`config.mk`:
```
export PLATFORM = sky130hd
export DESIGN_NAME = ps2_key_decoder_flat
export DESIGN_NICKNAME = d
export VERILOG_FILES = /design/src/rtl/ps2_key_decoder_pkg.sv /design/src/rtl/ps2_key_decoder_if.sv /design/src/rtl/ps2_key_decoder_scan2ascii.sv /design/src/rtl/ps2_key_decoder.sv /design/src/flat_wrapper.sv
export SDC_FILE = /design/constraint.sdc
export NUM_CORES = 1
export LEC_CHECK = 0
export ABC_CLOCK_PERIOD_IN_PS = 8050
export CAP_MARGIN = 40
export CELL_PAD_IN_SITES_DETAIL_PLACEMENT = 1
export CELL_PAD_IN_SITES_GLOBAL_PLACEMENT = 2
export CORE_ASPECT_RATIO = 1.2
export CORE_UTILIZATION = 47
export DETAILED_ROUTE_END_ITERATION = 8
export PLACE_DENSITY = 0.94
export RECOVER_POWER = 50
export SETUP_SLACK_MARGIN = 0.05
export SLEW_MARGIN = 5
export SYNTH_ARGS = -nofsm -noshare
export SYNTH_HDL_FRONTEND = slang
export SYNTH_SLANG_ARGS = --single-unit
```
`constraint.sdc`:
```
create_clock -name clk -period 8.05 [get_ports clk]
set_input_delay 1.61 -clock clk [delete_from_list [all_inputs] [get_ports clk]]
set_output_delay 1.61 -clock clk [all_outputs]
set_load 0.01 [all_outputs]
```
`src/rtl/ps2_key_decoder_pkg.sv`:
```
// ps2_pkg
// Shared definitions for the PS/2 key decoder slice: the prefix-decode state
// enum, the special scan-code constants, the list of protocol bytes that never
// produce a key event, the default event FIFO depth and the FIFO entry layout.
// No ports; imported by the decoder top.

package ps2_pkg;

  // Decode states: waiting for a byte, after E0, after F0, after E0 F0
  typedef enum logic [1:0] {
    IDLE,
    EXT,
    BRK,
    EXT_BRK
  } state_t;

  localparam logic [7:0] PREFIX_E0 = 8'hE0;
  localparam logic [7:0] PREFIX_F0 = 8'hF0;

  localparam logic [7:0] LSHIFT = 8'h12;
  localparam logic [7:0] RSHIFT = 8'h59;
  localparam logic [7:0] CAPS   = 8'h58;

  // Keyboard housekeeping bytes (BAT result, ACK, resend, errors, pause prefix)
  localparam int NUM_IGNORE = 6;
  localparam logic [7:0] IGNORE_BYTES [NUM_IGNORE] =
    '{8'h00, 8'hAA, 8'hE1, 8'hFA, 8'hFE, 8'hFF};

  localparam int DEFAULT_FIFO_DEPTH = 8;

  // One decoded key event as stored in the FIFO
  typedef struct packed {
    logic [7:0] scan;
    logic       ext;
    logic       make;
    logic [7:0] ascii;
  } key_event_t;

  function automatic logic is_ignore(input logic [7:0] code);
    logic hit;
    hit = 1'b0;
    for (int i = 0; i < NUM_IGNORE; i++) begin
      if (code == IGNORE_BYTES[i]) hit = 1'b1;
    end
    return hit;
  endfunction

endpackage

```
`src/rtl/ps2_key_decoder_if.sv`:
```
// ps2_key_decoder_if
// Bundles the raw scan-byte input strobe and the decoded event output stream.
//   in_data/in_valid : raw byte from the PS/2 receiver, one-cycle strobe
//   out_ready        : consumer accepts the head event
//   out_valid        : an event is available
//   out_scan/out_ext/out_make/out_ascii : head event fields
// The slave modport is the decoder side; master is the producer/consumer side.

interface ps2_key_decoder_if;

  logic [7:0] in_data;
  logic       in_valid;
  logic       out_ready;
  logic       out_valid;
  logic [7:0] out_scan;
  logic       out_ext;
  logic       out_make;
  logic [7:0] out_ascii;

  modport master (
    output in_data, in_valid, out_ready,
    input  out_valid, out_scan, out_ext, out_make, out_ascii
  );

  modport slave (
    input  in_data, in_valid, out_ready,
    output out_valid, out_scan, out_ext, out_make, out_ascii
  );

endinterface

```
`src/rtl/ps2_key_decoder_scan2ascii.sv`:
```
// ps2_scan2ascii
// Combinational scan-code set 2 to ASCII lookup.
//   scan  : scan code with prefixes stripped
//   ext   : code was E0-prefixed (extended codes never map)
//   upper : letters come out uppercase when set
//   ascii : mapped character, 00 when the key has no mapping

module ps2_scan2ascii (
  input  logic [7:0] scan,
  input  logic       ext,
  input  logic       upper,
  output logic [7:0] ascii
);

  logic [7:0] letter;
  logic [7:0] other;

  // Letters are looked up in lowercase; a nonzero result marks a letter key
  // so the case adjustment applies only to those.
  always_comb begin
    letter = 8'h00;
    case (scan)
      8'h1C: letter = 8'h61;  8'h32: letter = 8'h62;  8'h21: letter = 8'h63;
      8'h23: letter = 8'h64;  8'h24: letter = 8'h65;  8'h2B: letter = 8'h66;
      8'h34: letter = 8'h67;  8'h33: letter = 8'h68;  8'h43: letter = 8'h69;
      8'h3B: letter = 8'h6A;  8'h42: letter = 8'h6B;  8'h4B: letter = 8'h6C;
      8'h3A: letter = 8'h6D;  8'h31: letter = 8'h6E;  8'h44: letter = 8'h6F;
      8'h4D: letter = 8'h70;  8'h15: letter = 8'h71;  8'h2D: letter = 8'h72;
      8'h1B: letter = 8'h73;  8'h2C: letter = 8'h74;  8'h3C: letter = 8'h75;
      8'h2A: letter = 8'h76;  8'h1D: letter = 8'h77;  8'h22: letter = 8'h78;
      8'h35: letter = 8'h79;  8'h1A: letter = 8'h7A;
      default: letter = 8'h00;
    endcase
  end

  // Digits, space and enter ignore the shift/caps state entirely.
  always_comb begin
    other = 8'h00;
    case (scan)
      8'h45: other = 8'h30;  8'h16: other = 8'h31;  8'h1E: other = 8'h32;
      8'h26: other = 8'h33;  8'h25: other = 8'h34;  8'h2E: other = 8'h35;
      8'h36: other = 8'h36;  8'h3D: other = 8'h37;  8'h3E: other = 8'h38;
      8'h46: other = 8'h39;  8'h29: other = 8'h20;  8'h5A: other = 8'h0D;
      default: other = 8'h00;
    endcase
  end

  always_comb begin
    ascii = 8'h00;
    if (!ext) begin
      if (letter != 8'h00) ascii = upper ? (letter - 8'h20) : letter;
      else                 ascii = other;
    end
  end

endmodule

```
`src/rtl/ps2_key_decoder.sv`:
```
// ps2_key_decoder
// Turns raw PS/2 set 2 scan bytes into make/break key events with ASCII,
// tracks shift/caps state and counts distinct key presses. Events are queued
// in an inline FIFO.
//   clk, reset : clock, synchronous active-high reset
//   bus        : slave side of ps2_key_decoder_if (byte input, event output)
//   key_count  : distinct presses, wraps at 256
//   shift_on   : a shift key is down
//   caps_on    : caps lock toggled on
//   overflow   : sticky, an event was dropped on a full FIFO

module ps2_key_decoder
  import ps2_pkg::*;
#(
  parameter int FIFO_DEPTH = DEFAULT_FIFO_DEPTH
) (
  input  logic              clk,
  input  logic              reset,
  ps2_key_decoder_if.slave  bus,
  output logic [7:0]        key_count,
  output logic              shift_on,
  output logic              caps_on,
  output logic              overflow
);

  localparam int AW = $clog2(FIFO_DEPTH);

  state_t     state;
  state_t     next_state;
  logic       ev_fire;
  logic       ev_make;
  logic       ev_ext;
  logic [7:0] ev_ascii;

  logic       held_valid;
  logic [7:0] held_scan;
  logic       held_ext;
  logic       is_held;
  logic       new_press;

  key_event_t mem [FIFO_DEPTH];
  key_event_t head;
  key_event_t ev_word;
  logic [AW:0] wr_ptr;
  logic [AW:0] rd_ptr;
  logic       empty;
  logic       full;
  logic       push;
  logic       pop;

  // Decode state register; a partial prefix is thrown away on reset.
  always_ff @(posedge clk) begin
    if (reset) state <= IDLE;
    else       state <= next_state;
  end

  // Prefix decode: E0/F0 bytes move between states, any other byte closes
  // the sequence with an event. Repeated prefixes hold the current state.
  always_comb begin
    next_state = state;
    ev_fire    = 1'b0;
    ev_make    = 1'b0;
    ev_ext     = 1'b0;
    if (bus.in_valid) begin
      case (state)
        IDLE: begin
          if (bus.in_data == PREFIX_E0)      next_state = EXT;
          else if (bus.in_data == PREFIX_F0) next_state = BRK;
          else if (!is_ignore(bus.in_data)) begin
            ev_fire = 1'b1;
            ev_make = 1'b1;
          end
        end
        EXT: begin
          ev_ext = 1'b1;
          if (bus.in_data == PREFIX_F0) next_state = EXT_BRK;
          else if (bus.in_data != PREFIX_E0) begin
            ev_fire    = 1'b1;
            ev_make    = 1'b1;
            next_state = IDLE;
          end
        end
        BRK: begin
          if (bus.in_data != PREFIX_F0) begin
            ev_fire    = 1'b1;
            next_state = IDLE;
          end
        end
        EXT_BRK: begin
          ev_ext = 1'b1;
          if (bus.in_data != PREFIX_F0) begin
            ev_fire    = 1'b1;
            next_state = IDLE;
          end
        end
        default: next_state = IDLE;
      endcase
    end
  end

  // A make of the currently held key is typematic repeat, not a new press.
  assign is_held   = held_valid && (held_scan == bus.in_data) && (held_ext == ev_ext);
  assign new_press = ev_fire && ev_make && !is_held;

  // Held key, press counter and modifiers all update the cycle after the
  // event byte, so the ASCII of that event sees the old shift/caps values.
  always_ff @(posedge clk) begin
    if (reset) begin
      held_valid <= 1'b0;
      held_scan  <= 8'h00;
      held_ext   <= 1'b0;
      key_count  <= 8'h00;
      shift_on   <= 1'b0;
      caps_on    <= 1'b0;
    end else begin
      if (new_press) begin
        held_valid <= 1'b1;
        held_scan  <= bus.in_data;
        held_ext   <= ev_ext;
        key_count  <= key_count + 8'd1;
      end else if (ev_fire && !ev_make && is_held) begin
        held_valid <= 1'b0;
      end
      if (ev_fire && !ev_ext && (bus.in_data == LSHIFT || bus.in_data == RSHIFT))
        shift_on <= ev_make;
      if (new_press && !ev_ext && bus.in_data == CAPS)
        caps_on <= ~caps_on;
    end
  end

  ps2_scan2ascii u_scan2ascii (
    .scan  (bus.in_data),
    .ext   (ev_ext),
    .upper (shift_on ^ caps_on),
    .ascii (ev_ascii)
  );

  assign ev_word = '{scan: bus.in_data, ext: ev_ext, make: ev_make, ascii: ev_ascii};

  // Pointers carry one extra wrap bit so full and empty are distinguishable.
  // A push into a full FIFO still succeeds when the head leaves this cycle.
  assign empty = (wr_ptr == rd_ptr);
  assign full  = (wr_ptr[AW] != rd_ptr[AW]) && (wr_ptr[AW-1:0] == rd_ptr[AW-1:0]);
  assign pop   = !empty && bus.out_ready;
  assign push  = ev_fire && (!full || pop);

  always_ff @(posedge clk) begin
    if (reset) begin
      wr_ptr   <= '0;
      rd_ptr   <= '0;
      overflow <= 1'b0;
    end else begin
      if (push) wr_ptr <= wr_ptr + {{AW{1'b0}}, 1'b1};
      if (pop)  rd_ptr <= rd_ptr + {{AW{1'b0}}, 1'b1};
      if (ev_fire && !push) overflow <= 1'b1;
    end
  end

  // Storage needs no reset; only entries between the pointers are ever read.
  always_ff @(posedge clk) begin
    if (push) mem[wr_ptr[AW-1:0]] <= ev_word;
  end

  assign head          = mem[rd_ptr[AW-1:0]];
  assign bus.out_valid = !empty;
  assign bus.out_scan  = head.scan;
  assign bus.out_ext   = head.ext;
  assign bus.out_make  = head.make;
  assign bus.out_ascii = head.ascii;

endmodule

```
`src/flat_wrapper.sv`:
```
// flat-port wrapper written by rule: the top's interface ports become plain ports
module ps2_key_decoder_flat import ps2_pkg::*;
#(
  parameter int FIFO_DEPTH = DEFAULT_FIFO_DEPTH
)
  (clk, reset, key_count, shift_on, caps_on, overflow, bus_in_data, bus_in_valid, bus_out_ready, bus_out_valid, bus_out_scan, bus_out_ext, bus_out_make, bus_out_ascii);
  ps2_key_decoder_if bus_i ();
  input  logic clk;
  input  logic reset;
  output logic [7:0] key_count;
  output logic shift_on;
  output logic caps_on;
  output logic overflow;
  input wire logic [$bits(bus_i.in_data)-1:0] bus_in_data;
  input wire logic [$bits(bus_i.in_valid)-1:0] bus_in_valid;
  input wire logic [$bits(bus_i.out_ready)-1:0] bus_out_ready;
  output wire logic [$bits(bus_i.out_valid)-1:0] bus_out_valid;
  output wire logic [$bits(bus_i.out_scan)-1:0] bus_out_scan;
  output wire logic [$bits(bus_i.out_ext)-1:0] bus_out_ext;
  output wire logic [$bits(bus_i.out_make)-1:0] bus_out_make;
  output wire logic [$bits(bus_i.out_ascii)-1:0] bus_out_ascii;
  assign bus_i.in_data = bus_in_data;
  assign bus_i.in_valid = bus_in_valid;
  assign bus_i.out_ready = bus_out_ready;
  assign bus_out_valid = bus_i.out_valid;
  assign bus_out_scan = bus_i.out_scan;
  assign bus_out_ext = bus_i.out_ext;
  assign bus_out_make = bus_i.out_make;
  assign bus_out_ascii = bus_i.out_ascii;
  ps2_key_decoder #(.FIFO_DEPTH(FIFO_DEPTH)) u_core (.clk(clk), .reset(reset), .bus(bus_i), .key_count(key_count), .shift_on(shift_on), .caps_on(caps_on), .overflow(overflow));
endmodule
```
; After elaboration in Yosys (flattened, before gate mapping)
; Memory sizes are Yosys's and may differ from the RTL's. A register that Yosys moved wholly into a read port is not among the register bits.
; Index checks and enable logic that the tools add are counted.
[totals]
ram_bits = 144
regBits = 31
mem_count = 2
mem_bits_ro = 896
wordCells = 121
output_inout_bits = 30
[mem_list]
columns = name, depth, word_bits, rd, rd_clocked_by_memory_dff, write_ports, line_no
row1 = (name not given), 128, 7, 1, 0, 0, ps2_key_decoder_scan2ascii.sv:22  ; case (scan)
row2 = u_core.mem, 8, 18, 1, 1, 1, ps2_key_decoder.sv:41  ; key_event_t mem [FIFO_DEPTH];
[classes]
n_reduce_logical = 29
bitwise = 2
addsub = 4
n_eq_ne = 35
mux = 39
[op_table]
columns = operator, n
row1 = 6-bit one-hot mux with 12 select lines, 1
row2 = "8-bit by 6-bit == test with 1-bit output, second input constant", 7
row3 = "8-bit == test, second input constant", 7
row4 = "8-bit by 7-bit == test with 1-bit output, second input constant", 5
row5 = 8-bit two-way mux, 4
row6 = "8-bit by 5-bit == test with 1-bit output, second input constant", 3
row7 = 1-bit two-way mux, 24
row8 = "8-bit inequality test, second input constant", 2
row9 = 1-bit logical AND, 14
row10 = 2-bit two-way mux, 5
row11 = "4-bit by 1-bit adder with 4-bit output, second input constant", 2
row12 = "8-bit by 1-bit adder with 8-bit output, second input constant", 1
row13 = 8-bit == test, 1
row14 = 8-bit zero test, 1
row15 = 8-bit nonzero test, 1
row16 = "8-bit by 6-bit subtractor with 8-bit output, second input constant", 1
row17 = 1-bit zero test, 6
row18 = 3-bit two-way mux, 2
row19 = "3-bit by 1-bit inequality test with 1-bit output, second input constant", 2
row20 = 2-bit one-hot mux with 3 select lines, 1
row21 = "2-bit == test, second input constant", 2
row22 = 4-bit == test, 1
row23 = 4-bit AND reduction, 1
row24 = 2-bit OR reduction, 2
row25 = other kinds (12), 13

; Logic depth before layout (Yosys ltp)
; Gate-level depths: netlist (run 1).
[logic_depth]
depth_word = 21
ltp_mapped = 12
ltp_nobuf = 10

; By module
; A second synthesis (run 1) with hierarchy kept.
[unflattened]
cells_unflattened = 582
area_unflattened_um2 = 8474.4
[by_module_without_submodules]
columns = mod, area_each_um2, seq_area_each_um2, cells_each, instances
row1 = ps2_key_decoder, 7273.2, 5004.8, 422, 1
row2 = ps2_scan2ascii, 1201.2, 0.0, 160, 1

; Worst setup path after synthesis (run 1)
; OpenSTA, ideal clock, no wires.
[synth_path]
path_type = input-to-reg
start = input port bus_in_data[1]
end = memory u_core.mem[1][0] in the netlist's numbering, enable pin
path_slack_ns = 2.485
path_stages = 10
t_arrival_ns = 5.119
path_buffers = 2
required_ns = 7.604
setup_time_ns = 0.446
path_cell_list = buf_2 inv_1 ha_1 clkbuf_1 nor3b_1 nand2_1 o311ai_0 o21ai_0 nand2b_1 nor4b_1
[synth_via]
elab_chain_cells = 19
[synth_lines]
columns = item, line_no
row1 = "start, declared", flat_wrapper.sv:14  ; input wire logic [$bits(bus_i.in_data)-1:0] bus_in_data;
row2 = 8-bit zero test, ps2_key_decoder_pkg.sv:43  ; if (code == IGNORE_BYTES[i]) hit = 1'b1;
row3 = 1-bit two-way mux (6 in series), ps2_key_decoder_pkg.sv:43
row4 = 1-bit two-way mux, ps2_key_decoder.sv:68  ; else if (bus.in_data == PREFIX_F0) next_state = BRK;
row5 = 1-bit two-way mux, ps2_key_decoder.sv:67  ; if (bus.in_data == PREFIX_E0) next_state = EXT;
row6 = 1-bit two-way mux, ps2_key_decoder.sv:65  ; case (state)
row7 = 1-bit two-way mux, ps2_key_decoder.sv:64  ; if (bus.in_valid) begin
row8 = 1-bit two-way mux, ps2_key_decoder.sv:69  ; else if (!is_ignore(bus.in_data)) begin
row9 = 1-bit two-way mux, ps2_key_decoder.sv:68
row10 = 1-bit two-way mux, ps2_key_decoder.sv:67
row11 = 1-bit one-hot mux with 3 select lines *, ps2_key_decoder.sv:65
row12 = 1-bit two-way mux *, ps2_key_decoder.sv:64
row13 = 1-bit logical AND *, ps2_key_decoder.sv:145  ; assign push = ev_fire && (!full || pop);
row14 = 1-bit two-way mux *, ps2_key_decoder.sv:161  ; if (push) mem[wr_ptr[AW-1:0]] <= ev_word;
row15 = 1-bit two-way mux (implied by the code) *, ps2_key_decoder.sv:161
row16 = "end, declared", ps2_key_decoder.sv:41
; Every way passes the cells marked *; elsewhere a longest branch is shown, timed or not. The select of a mux whose other input is x is not followed.

; Worst setup path in the final report (run 1)
[layout_path]
start = input port bus_in_data[2]
end = memory u_core.mem[0][5] in the netlist's numbering (data pin)
[layout_via]
elab_chain_cells = 6
[layout_lines]
columns = item, line_no
row1 = memory read 128 x 7 bit, -
row2 = 8-bit two-way mux, ps2_key_decoder_scan2ascii.sv:22
row3 = 8-bit by 6-bit subtractor with 8-bit output, ps2_key_decoder_scan2ascii.sv:51  ; if (letter != 8'h00) ascii = upper ? (letter - 8'h20) : letter;
row4 = 8-bit two-way mux, ps2_key_decoder_scan2ascii.sv:51
row5 = 8-bit two-way mux *, ps2_key_decoder_scan2ascii.sv:51
row6 = 8-bit two-way mux *, ps2_key_decoder_scan2ascii.sv:50  ; if (!ext) begin
row7 = named net u_core.ev_ascii[5], ps2_key_decoder.sv:33  ; logic [7:0] ev_ascii;
; The timed path passes the listed nets; every way through them passes the cells marked *.

==> metrics, run 1 <==
Post-synth EDFFs=144; Peak VDD IR=0.0001538 V; clock sink count=178; Final setup viols=0; Crit Path Category=input pin to flip-flop; vias in the first global route=5469; total of max-cap violations=1; CTS Buf Count=17; post-CTS resize count=0; crit-path cells=dlygate4sd3_1 -> clkbuf_1 -> clkbuf_1 -> ha_1 -> nor2b_1 -> o31a_1 -> o32ai_1 -> a31oi_1 -> inv_1 -> ha_1 -> o31a_1 -> a211oi_1; setup ws final=roughly 1800 ps; post-synthesis sequential area ratio=60.25%; Worst EP required=approximately 8200 ps; Site Rows=52; clk_skew=approximately 9.8 ps; initial antenna violation count=0; Synth Net Count=609; failing checks=max-capacitance violations, max-slew violations; Total Routed Length=between 15000 and 20000 µm; Tightest Pin Transition=3103 ps; DR iter-0 viols=423; pin count of the biggest net entering global routing=37; number of port buffers=a little over 40; final net count=645; final instance area=9444 µm²; Die Area=18210 µm²; clock tree buffer depth=2; effective utilization at floorplan=approximately 49%; unrepaired setup endpoints after global routing=false; core region area=between 15000 and 20000 µm²; CTS Hold Buffers Added=0; CTS tree=built; commonest non-fill, non-tap cell in the layout=edfxtp_1; Tot Pwr=0.002108 W; die width=123.4 µm; total number of vias=~5200; DIE HEIGHT=147.6 µm; WP data arrival=6350 ps; Synth async-reset ratio=0%; pre-CTS setup slack=2153 ps; highest-delay cell along the critical path=clkbuf_1; Synth Area in Adders=under 10%; syn avg cell area=14.20 µm²; Fmax=between 0.15 and 0.2 GHz; via/cell ratio=around 6.1; setup TNS=0 ps; first-pass GRT wire length=between 30000 and 40000 µm; Max-slew headroom=-106.9%; Post-Synth Simple-Gate Area=approximately a tenth; PwrDens=223.3 nW/µm²; Wirelength per Cell=between 20 and 25 µm; Hold/Removal Path Class=flip-flop to flip-flop; flops & latches, synth=178; # diodes=0; I/O pins=42; Final ANT Viol Nets=0; Area Overhead vs Synth=13.69%; HPWL Detailed=around 13000 µm; Clk Latency, worst-skew pair=about 440 ps; Period minus WS final=6232 ps; Mapped Area=8307 µm²; gr ovfl total=0; Post-route DRC=0; gate count after technology mapping=585; commonest cells after routing, fill and taps aside=144 x edfxtp_1, 40 x nand2_1, 39 x dlygate4sd3_1, 36 x mux4_2, 33 x dfxtp_1; largest fanout on the critical path=26; H-tree depth=4; root buf cell=clkbuf_16; gpl congestion=0.8573; CP max stage delay=880 ps; part of the cycle the worst path needs=77.41%; Worst-path clk slew=70 ps; mux contribution to synthesized area=14.32%; drt pass-1 iters=4; status=complete, but fails checks; Synth cell types=74; max-slew violation count=37; ys flop type=edfxtp_1; kind of end point of the critical path=flip-flop; Yosys Warn Count=0; Fin. Hold Viols=0; overall global routing resource usage=23.11%; Setup crit start kind=input pin; P_leak=approximately 3.1 nW; Post-Synth XOR/XNOR Area=around 2.1%; Compound-Gate Fraction of Synth Area=7.983%; post-CTS setup buffers=0; largest family of logic cells by synthesized area=multiplexers; share of post-route cells with drive strength above 1=17.98%; Placed Area=8971 µm²
kinds of logic after synthesis:
| logic type | after synthesis |
|---|---|
| flops | 178 |
| xor+xnor | 20 |
| buf+inv | 59 |
| mux | 70 |
| simple gates | 155 |
| compound gates | 91 |
| fa+ha+maj | 12 |
per-stage QoR:
step | util (%) | hold WS, ps | cells
6_report | 55.19 | 469.4 | 850
5_1_grt | 55.19 | 479.4 | 850
4_1_cts | 55.56 | 470.5 | 850
3_5_place_dp | 52.43 | 460.9 | 818
3_3_place_gp | 52.22 | 453.0 | 815
2_1_floorplan | - | 444.4 | 585
cell type report:
type	instances	area, µm²
inverters	16	60.06
well taps	216	270.3
multi-input cells	348	3037
flip-flops and latches	178	5006
clock inverters	13	103.9
clock buffers	19	432.9
fillers	1646	7667
repair buffers	60	534.3
Yosys cell counts, types with 3 or more instances:
cell type    n  area [µm²]
a21oi_1     29       145.1
a31oi_1      5       31.28
buf_1        4       15.01
buf_2       15       75.07
buf_6        5       56.30
clkbuf_1    18       67.56
dfxtp_1     34       680.7
edfxtp_1   144        4324
ha_1        12       150.1
inv_1       14       52.55
mux2_2      21       236.5
mux2i_1      9       90.09
mux4_2      36       810.8
nand2_1     39       146.4
nand2b_1    10       62.56
nand3_1     16       80.08
nand3b_1     7       52.55
nand4_1      8       50.05
nand4b_1     3       26.28
nor2_1      24       90.09
nor2b_1      6       37.54
nor3_1       6       30.03
nor3b_1      3       22.52
nor4_1       7       43.79
nor4b_1      4       35.03
o211ai_1     3       22.52
o21ai_0     16       80.08
o31a_1       3       26.28
or3_1        6       37.54
or4_1        3       22.52
xnor2_1     15       131.4
xor2_1       5       43.79
metal layers:
metal / global-route usage, % / vias to the layer above / part of all wire, %
met5: 0 / - / 0
met4: 9.518 / 0 / 2.5
met3: 4.437 / 34 / 3.7
met2: 40.22 / 132 / 53
met1: 27.74 / 2656 / 41
li1: - / 2344 / -
state kept, by name, indices dropped and copies added (netlist names), named ones only:
name,count
u_core.held_valid,1
u_core.mem,144
u_core.shift_on,1
u_core.held_scan,8
u_core.caps_on,1
u_core.overflow,1
u_core.wr_ptr,4
u_core.held_ext,1
u_core.state,2
u_core.key_count,8
u_core.rd_ptr,4
worst paths after layout:
kind                         endpoint           startpoint  depth (start not counted)  slack, ps
setup / recovery     u_core.mem[0][5]       bus_in_data[2]                         12       1820
setup reg to reg    u_core.mem[7][12]     u_core.wr_ptr[0]                          5       5070
hold reg to reg   u_core.held_scan[6]  u_core.held_scan[6]                          2        470
hold / removal    u_core.held_scan[6]  u_core.held_scan[6]                          2        470
critical path, delay by kind of cell:
family          cells  cell delay, ps
buf+inv             4            2330
simple gates        1             160
compound gates      5            1550
fa+ha+maj           2             690
power by group:
group / leakage (nW) / switching (W) / internal, W
combinational: 1.25 / 0.000160 / 0.000157
clock: 0.248 / 0.000357 / 0.000399
sequential: 1.58 / 0.0000136 / 0.00102
total: 3.08 / 0.000531 / 0.00158
(Power assumes the default switching activity.)
==> inputs of run 2 (changes only) <==
--- a/config.mk
+++ b/config.mk
@@ -5,14 +5,14 @@
 export SDC_FILE = /design/constraint.sdc
 export NUM_CORES = 1
 export LEC_CHECK = 0
-export ABC_CLOCK_PERIOD_IN_PS = 8050
+export ABC_CLOCK_PERIOD_IN_PS = 6300
 export CAP_MARGIN = 40
 export CELL_PAD_IN_SITES_DETAIL_PLACEMENT = 1
 export CELL_PAD_IN_SITES_GLOBAL_PLACEMENT = 2
 export CORE_ASPECT_RATIO = 1.2
-export CORE_UTILIZATION = 47
+export CORE_UTILIZATION = 44
 export DETAILED_ROUTE_END_ITERATION = 8
-export PLACE_DENSITY = 0.94
+export PLACE_DENSITY = 0.89
 export RECOVER_POWER = 50
 export SETUP_SLACK_MARGIN = 0.05
 export SLEW_MARGIN = 5
==> constraint.sdc (replaced) <==
create_clock -name clk -period 6.3 [get_ports clk]
set_input_delay 1.26 -clock clk [delete_from_list [all_inputs] [get_ports clk]]
set_output_delay 1.26 -clock clk [all_outputs]
set_load 0.01 [all_outputs]
==> metrics, run 2 (synthesis results as in run 1) <==
final net count=647; Placed Area=about 9000 µm²; P_leak=3.129 nW; commonest non-fill, non-tap cell in the layout=edfxtp_1; gr ovfl total=0; H-tree depth=4; post-CTS resize count=0; number of port buffers=between 40 and 50; via/cell ratio=just under 6; total number of vias=5163; WP data arrival=5370 ps; Wirelength per Cell=22.50 µm; clk_skew=9.879 ps; sequential fraction of design power=48.4%; die width=127.4 µm; Worst-path clk slew=70 ps; kind of end point of the critical path=flip-flop; drt pass-1 iters=4; gpl congestion=0.8697; Final ANT Viol Nets=0; final instance area=about 9500 µm²; Clock power frac=37.5%; DR iter-0 viols=368; share of post-route cells with drive strength above 1=18.87%; max FFs per register=144; core region area=about 18000 µm²; I/O pins=42; CTS Hold Buffers Added=0; Setup crit start kind=input pin; commonest cells after routing, fill and taps aside=144 x edfxtp_1, 40 x nand2_1, 38 x dlygate4sd3_1, 36 x mux4_2, 34 x dfxtp_1; Final setup viols=0; PwrDens=288.6 nW/µm²; Hold/Removal Path Class=flip-flop to flip-flop; Total Routed Length=19980 µm; combinational power share=14.1%; DIE HEIGHT=roughly 150 µm; clock tree buffer depth=2; root buf cell=clkbuf_16; first-pass GRT wire length=31820 µm; Period minus WS final=5328 ps; total of max-cap violations=0; setup TNS=0 ps; effective utilization at floorplan=45.37%; Crit Path Category=input pin to flip-flop; Fin. Hold Viols=0; Fmax=about 0.19 GHz; unrepaired setup endpoints after global routing=false; pin count of the biggest net entering global routing=37; status=completed; Worst EP required=approximately 6300 ps; Tightest Pin Transition=1366 ps; Clk Latency, worst-skew pair=440 ps; clock sink count=between 150 and 200; largest fanout on the critical path=20; vias in the first global route=5697; overall global routing resource usage=22.00%; P_int=between 0.002 and 0.0025 W; part of the cycle the worst path needs=84.57%; Peak VDD IR=between 0.00015 and 0.0002 V; Post-route DRC=0; HPWL Detailed=13200 µm; post-CTS setup buffers=0; Site Rows=54; CTS tree=built; sw power=0.0007198 W; Net Sw Frac=26.12%; initial antenna violation count=0; Area Overhead vs Synth=14.94%; max-slew violation count=0; # diodes=0; CTS Buf Count=17; Die Area=between 15000 and 20000 µm²; Max-slew headroom=about 8.9%
run 2: changes by cell type in the layout (fill, tap and decap cells not counted), sizes merged:
cell,delta
buf,+4
clkbuf,-3
clkinvlp,-3
clkinv,+2
inv,+2
clkdlybuf4s50,+1
dlygate4sd3,-1
run 2: layout make-up:
cell class,instances,area (µm²)
Clock buffer,18,439.2
Clock inverter,14,141.4
Fill cell,1781,8762
Inverter,16,60.06
Multi-Input combinational cell,348,3032
Sequential cell,178,5005
Tap cell,252,315.3
Timing Repair Buffer,62,555.5
run 2: final timing paths:
path | start | end | slack [ps] | depth (start not counted)
min | u_core.held_scan[4] | u_core.held_scan[4] | 470 | 2
max reg2reg | u_core.wr_ptr[0] | u_core.mem[7][11] | 3300 | 5
max | bus_in_data[1] | u_core.mem[7][11] | 970 | 9
min reg2reg | u_core.held_scan[4] | u_core.held_scan[4] | 470 | 2
run 2: routing by layer:
metal	track usage (%)	wire length, µm	vias up	part of all wire, %
met5	0	0	-	0
met3	3.687	753	29	3.8
met1	26.63	8027	2656	40
met2	38.88	10800	134	54
li1	-	-	2344	-
met4	8.617	397	0	2.0
run 2: worst max-delay path, stage by stage:
cell and delay, ps:
dlygate4sd3_1 970, inv_1 290, ha_1 470, inv_1 120, o32a_1 190, o311a_2 230, a21boi_0 220, nor4_1 550
clkbuf_1 1050
run 2: power by group through the flow:
stage | clock (W) | sequential, W | combinational [W]
2_1_floorplan | 0 | 0.00134 | 0.000282
5_1_grt | 0.00109 | 0.00134 | 0.000422
6_report | 0.00103 | 0.00133 | 0.000390
4_1_cts | 0.00106 | 0.00133 | 0.000413
3_3_place_gp | 0 | 0.00136 | 0.000395
3_5_place_dp | 0 | 0.00136 | 0.000409
run 2: per-stage QoR:
step                      util [%]  worst slack, ps  total power, W  instances  hold slack (ps)
after global routing         52.15            708.0        0.002852        888            489.1
after detailed placement     49.20            785.7        0.001771        854            462.7
final                        52.15            971.8        0.002755        888            468.5
after CTS                    52.37             1243        0.002803        886            472.3
after global placement       49.09             1110        0.001752        852            454.4
after floorplan                  -             1085        0.001622        585            444.4
